[src/rtl/tape_stream_if.sv]
// Memory read port of tape_stream: byte-address request / one-cycle acknowledge.
// Handshake: master raises mem_rd with a stable mem_addr and holds both until
// the slave pulses mem_ready for one cycle with mem_data valid in that cycle.
interface tape_stream_if #(
  parameter int ADDR_W = 23
);
  logic [ADDR_W-1:0] mem_addr;
  logic              mem_rd;
  logic              mem_ready;
  logic [7:0]        mem_data;

  modport master (output mem_addr, output mem_rd, input mem_ready, input mem_data);
  modport slave  (input mem_addr, input mem_rd, output mem_ready, output mem_data);
endinterface

[src/rtl/tape_stream.sv]
// Tape player: prefetches bytes from memory into a FIFO and serialises them MSB
// first, one sample per DIV clocks. Define TAPE_STREAM_LOOP_EN for gapless looping.
module tape_stream #(
  parameter int ADDR_W = 23,
  parameter int DEPTH  = 8,
  parameter int DIV    = 4
) (
  input  logic                     clk,
  input  logic                     reset_n,
  input  logic                     play_toggle,
  input  logic                     rewind,
  input  logic [ADDR_W-1:0]        tape_len,
  tape_stream_if.master            mem,
  output logic                     data,
  output logic [2:0]               status,
  output logic [$clog2(DEPTH):0]   level,
  output logic                     underrun
);
  localparam int PW = $clog2(DEPTH);
  localparam int LW = PW + 1;
  localparam int DW = (DIV > 2) ? $clog2(DIV) : 1;
  localparam logic [LW-1:0] DEPTH_L  = LW'(DEPTH);
  localparam logic [DW-1:0] DIV_LAST = DW'(DIV - 1);

  typedef enum logic [2:0] {
    ST_NOTAPE = 3'd0,
    ST_PAUSE  = 3'd1,
    ST_PLAY   = 3'd2,
    ST_END    = 3'd3,
    ST_REWIND = 3'd4
  } state_t;

  state_t            state_q, state_d;
  logic [ADDR_W-1:0] fetch_addr, addr_inc;
  logic              wr_valid;
  logic [7:0]        wr_byte;
  logic [7:0]        fifo_mem [DEPTH];
  logic [PW-1:0]     wr_ptr, rd_ptr;
  logic [DW-1:0]     div_q;
  logic [7:0]        shreg;
  logic [3:0]        bit_cnt;

  logic ack, rewind_req, flush, fetching, issue;
  logic tc, need_byte, fifo_empty, pop, wr_en, end_hit;
  logic [7:0] head;

  assign status     = state_q;
  assign ack        = mem.mem_ready && mem.mem_rd;
  assign rewind_req = (rewind || (tape_len == '0)) &&
                      (state_q != ST_NOTAPE) && (state_q != ST_REWIND);
  assign flush      = rewind_req || (state_q == ST_REWIND);
  assign fetching   = (state_q == ST_PAUSE) || (state_q == ST_PLAY);
  // wr_valid is a byte already acknowledged but not yet counted in level.
  assign issue      = fetching && !flush && !mem.mem_rd && (fetch_addr < tape_len) &&
                      ((level + LW'(wr_valid)) < DEPTH_L);
  assign tc         = (state_q == ST_PLAY) && (div_q == DIV_LAST);
  assign need_byte  = tc && (bit_cnt == 4'd0);
  assign fifo_empty = (level == '0);
  assign pop        = need_byte && !fifo_empty && !flush;
  assign wr_en      = wr_valid && !flush;
  assign head       = fifo_mem[rd_ptr];

`ifdef TAPE_STREAM_LOOP_EN
  assign addr_inc = (fetch_addr == tape_len - 1'b1) ? '0 : fetch_addr + 1'b1;
  assign end_hit  = 1'b0;
`else
  logic fetched_all;
  assign addr_inc    = fetch_addr + 1'b1;
  assign fetched_all = (fetch_addr >= tape_len) && !mem.mem_rd && !wr_valid;
  assign end_hit     = need_byte && fifo_empty && fetched_all;
`endif

  always_ff @(posedge clk or negedge reset_n) begin
    if (!reset_n) state_q <= ST_NOTAPE;
    else          state_q <= state_d;
  end

  always_comb begin
    state_d = state_q;
    case (state_q)
      ST_NOTAPE: if (tape_len != '0) state_d = ST_PAUSE;
      ST_PAUSE: begin
        if (rewind_req)       state_d = ST_REWIND;
        else if (play_toggle) state_d = ST_PLAY;
      end
      ST_PLAY: begin
        if (rewind_req)       state_d = ST_REWIND;
        else if (end_hit)     state_d = ST_END;
        else if (play_toggle) state_d = ST_PAUSE;
      end
      ST_END: if (rewind_req) state_d = ST_REWIND;
      ST_REWIND: begin
        // Leave only after any in-flight read has been acknowledged.
        if (!mem.mem_rd) state_d = (tape_len == '0) ? ST_NOTAPE : ST_PAUSE;
      end
      default: state_d = ST_NOTAPE;
    endcase
  end

  always_ff @(posedge clk or negedge reset_n) begin
    if (!reset_n) begin
      mem.mem_rd   <= 1'b0;
      mem.mem_addr <= '0;
      fetch_addr   <= '0;
      wr_valid     <= 1'b0;
      wr_byte      <= '0;
    end else begin
      wr_valid <= ack && !flush;
      if (ack) wr_byte <= mem.mem_data;
      if (ack) begin
        mem.mem_rd <= 1'b0;
      end else if (issue) begin
        mem.mem_rd   <= 1'b1;
        mem.mem_addr <= fetch_addr;
      end
      if (flush)    fetch_addr <= '0;
      else if (ack) fetch_addr <= addr_inc;
    end
  end

  always_ff @(posedge clk) begin
    if (wr_en) fifo_mem[wr_ptr] <= wr_byte;
  end

  always_ff @(posedge clk or negedge reset_n) begin
    if (!reset_n) begin
      wr_ptr <= '0;
      rd_ptr <= '0;
      level  <= '0;
    end else if (flush) begin
      wr_ptr <= '0;
      rd_ptr <= '0;
      level  <= '0;
    end else begin
      if (wr_en) wr_ptr <= wr_ptr + 1'b1;
      if (pop)   rd_ptr <= rd_ptr + 1'b1;
      case ({wr_en, pop})
        2'b10:   level <= level + 1'b1;
        2'b01:   level <= level - 1'b1;
        default: level <= level;
      endcase
    end
  end

  always_ff @(posedge clk or negedge reset_n) begin
    if (!reset_n) begin
      div_q    <= '0;
      data     <= 1'b0;
      shreg    <= '0;
      bit_cnt  <= '0;
      underrun <= 1'b0;
    end else if (flush) begin
      div_q    <= '0;
      bit_cnt  <= '0;
      underrun <= 1'b0;
    end else if (state_q == ST_PLAY) begin
      div_q <= tc ? '0 : div_q + 1'b1;
      if (tc) begin
        if (bit_cnt != 4'd0) begin
          data    <= shreg[7];
          shreg   <= {shreg[6:0], 1'b0};
          bit_cnt <= bit_cnt - 1'b1;
        end else if (!fifo_empty) begin
          data    <= head[7];
          shreg   <= {head[6:0], 1'b0};
          bit_cnt <= 4'd7;
        end else if (!end_hit) begin
          // Starved: hold the last sample and retry on the next period.
          underrun <= 1'b1;
        end
      end
    end
  end
endmodule
[src/flat_wrapper.sv]
// flat-port wrapper written by rule: the top's interface ports become plain ports
module tape_stream_flat 
#(
  parameter int ADDR_W = 23,
  parameter int DEPTH  = 8,
  parameter int DIV    = 4
)
  (clk, reset_n, play_toggle, rewind, tape_len, data, status, level, underrun, mem_mem_addr, mem_mem_rd, mem_mem_ready, mem_mem_data);
  tape_stream_if #(.ADDR_W(ADDR_W)) mem_i ();
  input  logic clk;
  input  logic reset_n;
  input  logic play_toggle;
  input  logic rewind;
  input  logic [ADDR_W-1:0] tape_len;
  output logic data;
  output logic [2:0] status;
  output logic [$clog2(DEPTH):0] level;
  output logic underrun;
  output wire logic [$bits(mem_i.mem_addr)-1:0] mem_mem_addr;
  output wire logic [$bits(mem_i.mem_rd)-1:0] mem_mem_rd;
  input wire logic [$bits(mem_i.mem_ready)-1:0] mem_mem_ready;
  input wire logic [$bits(mem_i.mem_data)-1:0] mem_mem_data;
  assign mem_mem_addr = mem_i.mem_addr;
  assign mem_mem_rd = mem_i.mem_rd;
  assign mem_i.mem_ready = mem_mem_ready;
  assign mem_i.mem_data = mem_mem_data;
  tape_stream #(.ADDR_W(ADDR_W), .DEPTH(DEPTH), .DIV(DIV)) u_core (.clk(clk), .reset_n(reset_n), .play_toggle(play_toggle), .rewind(rewind), .tape_len(tape_len), .mem(mem_i), .data(data), .status(status), .level(level), .underrun(underrun));
endmodule
[config.mk]
export PLATFORM = sky130hd
export DESIGN_NAME = tape_stream_flat
export DESIGN_NICKNAME = d
export VERILOG_FILES = /design/src/rtl/tape_stream_if.sv /design/src/rtl/tape_stream.sv /design/src/flat_wrapper.sv
export SDC_FILE = /design/constraint.sdc
export NUM_CORES = 1
export LEC_CHECK = 0
export ABC_CLOCK_PERIOD_IN_PS = 7200
export BUFFER_PORTS_ARGS = -buffer_cell sky130_fd_sc_hd__buf_2
export CAP_MARGIN = 20
export CORE_ASPECT_RATIO = 0.8
export CORE_MARGIN = 1
export CORE_UTILIZATION = 45
export CTS_CLUSTER_DIAMETER = 60
export DETAILED_ROUTE_END_ITERATION = 8
export PLACE_DENSITY_LB_ADDON = 0.3
export SYNTH_ARGS = -nofsm -noshare
export SYNTH_HDL_FRONTEND = slang
export SYNTH_SLANG_ARGS = --single-unit
export TNS_END_PERCENT = 50
[constraint.sdc]
create_clock -name clk -period 7.2 [get_ports clk]
set_input_delay 1.44 -clock clk [delete_from_list [all_inputs] [get_ports clk]]
set_output_delay 1.44 -clock clk [all_outputs]
set_load 0.02 [all_outputs]
==> key figures <==
Detailed routing
  • Total number of vias: 4620
  • DRT antenna net count: 0
  • DRC: 0
  • Routed len/inst: roughly 17 um
  • Pre-Repair DR Iteration Count: 4
  • Vias per cell: between 5 and 6
  • WL final: between 10 and 15 mm
  • Iter 0 DRT Violations: 251

Layout
  • Most common cell after layout, fill and taps aside: dfrtp_1
  • Finished Cell Area: slightly above 8000 um^2
  • Final #Nets: a little over 700
  • Area growth, synth to finish: 16.9%
  • Area of the multi-input gates: approximately 2800 um^2
  • Fillers: about 1300
  • Most frequent cells in the layout: dfrtp_1, buf_2, edfxtp_1, nand2_1, nor2_1
  • Share of cells above drive strength 1: between 20 and 25%
  • Reg area: 4020 um^2
  • Number of diodes: 0

Synthesis
  • Mapped Cells: roughly 570
  • Post-Syn Area: slightly above 7000 um^2
  • Largest area contributor in the netlist: dfrtp_1
  • Flops & latches, synth: between 100 and 150
  • Yosys top cell area share: 29.8%
  • Post-synthesis sequential area ratio: about 57%
  • Netlist cell types: 50
  • Synth warn: 0
  • Synth Net Count: roughly 640
  • Mean post-synth cell area: around 12 um^2
  • Ranking of synthesized cells by area: dfrtp_1, edfxtp_1, ha_1

Setup path
  • Critical Path Max Stage Delay: between 0.3 and 0.4 ns
  • Worst r2r dst: u_core.level[3]$_DFFE_PN0P_
  • CP Max Fanout: 14
  • Crit end category: flip-flop
  • Reg2Reg Depth: 11
  • Critical path arrival: 4.36 ns
  • Slowest stage cell, crit path: nor4_1
  • Worst Setup SP: tape_len[13]
  • Stages on worst setup path: 13
  • Worst path top cell family by delay: simple AND/OR/NAND/NOR gates
  • Worst setup path category: in -> reg
  • Bufs and invs on worst path: 1
  • Reg-to-reg startpoint: u_core.status[2]$_DFFE_PN0P_
  • Worst reg2reg setup slack: ~4.2 ns
  • CP required: 7.55 ns
  • CP endpoint: u_core.level[3]$_DFFE_PN0P_
  • Startpoint types: input pin
  • CP cell instances: buf_2 > nor4_1 > and4_1 > a21oi_2 > a21oi_4 > nand2b_1 > ha_1 > ha_1 > a21o_1 > a21oi_1 > xor2_1 > or3_1 > a21oi_1

Placement
  • IO buf count: 68
  • DP Area: about 7600 um^2
  • Routability Congestion: 0.792
  • DP Wirelength: 9.89 mm

Power and ir drop
  • P_leak: about 3.6 nW
  • Pwr per Cell Area: roughly 270 nW/um^2
  • Worst vdd ir: ~160 uV

Clocking
  • Clk pin slew, worst setup/hold paths: around 0.06 ns
  • Sink Count: roughly 150
  • CTS buffer count: 17
  • Post-CTS sizing: 0
  • Hold Buf Count CTS: 0
  • H-tree Lvls: 4
  • Clk root buf: clkbuf_16
  • Post-CTS setup buffers: 0
  • CTS tree: done
  • Clk buf depth: 2
  • Clock Latency Late Sink: about 0.43 ns

Floorplanning
  • Core area: between 15000 and 20000 um^2
  • Die area: 16200 um^2
  • Row cnt: 40
  • Initial Util: between 40% and 50%
  • Num ports: 69
  • Die Span Y: between 100 and 150 um
  • Die width: roughly 140 um

Hold path
  • Worst min path class: reg -> reg
  • Hold Path Depth: 1

STA
  • Worst-margin pin slew: between 0.9 and 1 ns
  • Final hold violations: 0
  • Tmin final: roughly 4 ns
  • RSZ-0062 raised after global routing: no
  • Clk_skew: about 0.011 ns
  • Setup tns final: 0 ns
  • Tcrit/Tclk final: 55.6%
  • Slew margin rel.: between 30% and 40%
  • Final Slew Violations: 0
  • Setup violations, final: 0
  • Fmax: 0.250 GHz

Global routing
  • Initial antenna violation count: 0
  • Total Routing Usage GR: about a fifth
  • Total grt overflow: 0
  • Vias in the first global route: approximately 4600
  • Largest net degree at the start of global routing: 85
  • First-pass GRT wire length: about 24 mm

Run status
  • Status: completed

Job
  • Max Cap Violations: 0
## worst min-delay path by stage
stage                                         from                                  end  slack [ns]
2_1_floorplan          u_core.shreg[1]$_DFFE_PN0P_          u_core.shreg[1]$_DFFE_PN0P_        0.47
3_3_place_gp    u_core.mem.mem_addr[0]$_DFFE_PN0P_   u_core.mem.mem_addr[0]$_DFFE_PN0P_        0.49
3_5_place_dp   u_core.mem.mem_addr[15]$_DFFE_PN0P_  u_core.mem.mem_addr[15]$_DFFE_PN0P_        0.49
4_1_cts                    u_core.data$_DFFE_PN0P_              u_core.data$_DFFE_PN0P_        0.50
5_1_grt                    u_core.data$_DFFE_PN0P_              u_core.data$_DFFE_PN0P_        0.52
6_report                   u_core.data$_DFFE_PN0P_              u_core.data$_DFFE_PN0P_        0.50
## Yosys cell counts (all sizes together)
cell	instances
a221oi	1
a211oi	1
a22o	2
o21ba	1
a21oi	24
or3	6
and4	3
or2	1
nor2b	5
mux4	16
or4	3
a22oi	3
dfrtp	84
a21o	3
nor4	10
ha	31
buf	11
nand4	10
clkbuf	9
edfxtp	64
o211ai	1
mux2i	12
o21ai	25
o21bai	1
nor3b	1
xor2	17
and2	1
nand2	57
nor4bb	1
o41ai	1
nand2b	5
nor2	57
mux2	30
nand3	13
xnor2	11
inv	29
fa	1
or3b	1
a311oi	2
nor3	9
and3	3
a21boi	1
## metal layers
layer / track usage (%) / wire (um) / vias to the layer above / share of wire [%]
met5: 0 / 0 / - / 0
met4: 8.53 / 325 / 0 / 2.2
met3: 4.32 / 791 / 22 / 5.5
met2: 29.8 / 6590 / 93 / 46
met1: 27.6 / 6760 / 2307 / 47
li1: - / - / 2198 / -
## cell type report
cell class	count	area share, %
sequential	148	48.8
clock buffer	18	5.20
multi-input combinational	370	34.4
timing repair buffer	79	5.64
tap	210	3.18
clock inverter	14	1.55
inverter	29	1.32
## per-stage QoR
step | util (%) | power (W) | cells | setup WS, ns | hold slack, ns
after floorplan | - | 0.00131 | 567 | 2.91 | 0.472
after global placement | 50.3 | 0.00139 | 833 | 2.83 | 0.487
after detailed placement | 50.4 | 0.00141 | 834 | 2.81 | 0.486
after CTS | 54.1 | 0.00225 | 866 | 3.24 | 0.505
after global routing | 54.4 | 0.00233 | 868 | 3.01 | 0.515
final | 54.4 | 0.00223 | 868 | 3.19 | 0.499
## cells by family (layout without fill, tap and decap cells)
| family | Yosys count | count (layout) | synth area share [%] |
|---|---|---|---|
| AND/OR/NAND/NOR | 186 | 186 | 12.6 |
| flip-flops | 148 | 148 | 57.0 |
| AO/OA/AOI/OAI | 66 | 66 | 5.64 |
| multiplexers | 58 | 58 | 12.6 |
| buffers and inverters | 49 | 140 | 2.94 |
| adder cells (fa/ha/maj) | 32 | 32 | 5.78 |
| XOR/XNOR | 28 | 28 | 3.47 |
## where the power goes
part | switching [W] | leakage (nW) | internal, W | total [W]
clock network | 0.000356 | 0.267 | 0.000478 | 0.000833
registers | 0.0000858 | 1.74 | 0.000976 | 0.00106
logic | 0.000216 | 1.57 | 0.000120 | 0.000336
## flip-flops by register name, summed over array words and instances, names as in the netlist
name and cells:
u_core.div_q 2, u_core.underrun 1, u_core.wr_ptr 3, u_core.wr_byte 8, u_core.level 4, u_core.status 3
u_core.shreg 7, u_core.fetch_addr 23, u_core.wr_valid 1, u_core.mem.mem_rd 1, u_core.bit_cnt 4, u_core.fifo_mem 64
u_core.rd_ptr 3, u_core.data 1, u_core.mem.mem_addr 23
Power figures use the tool's default switching activity.
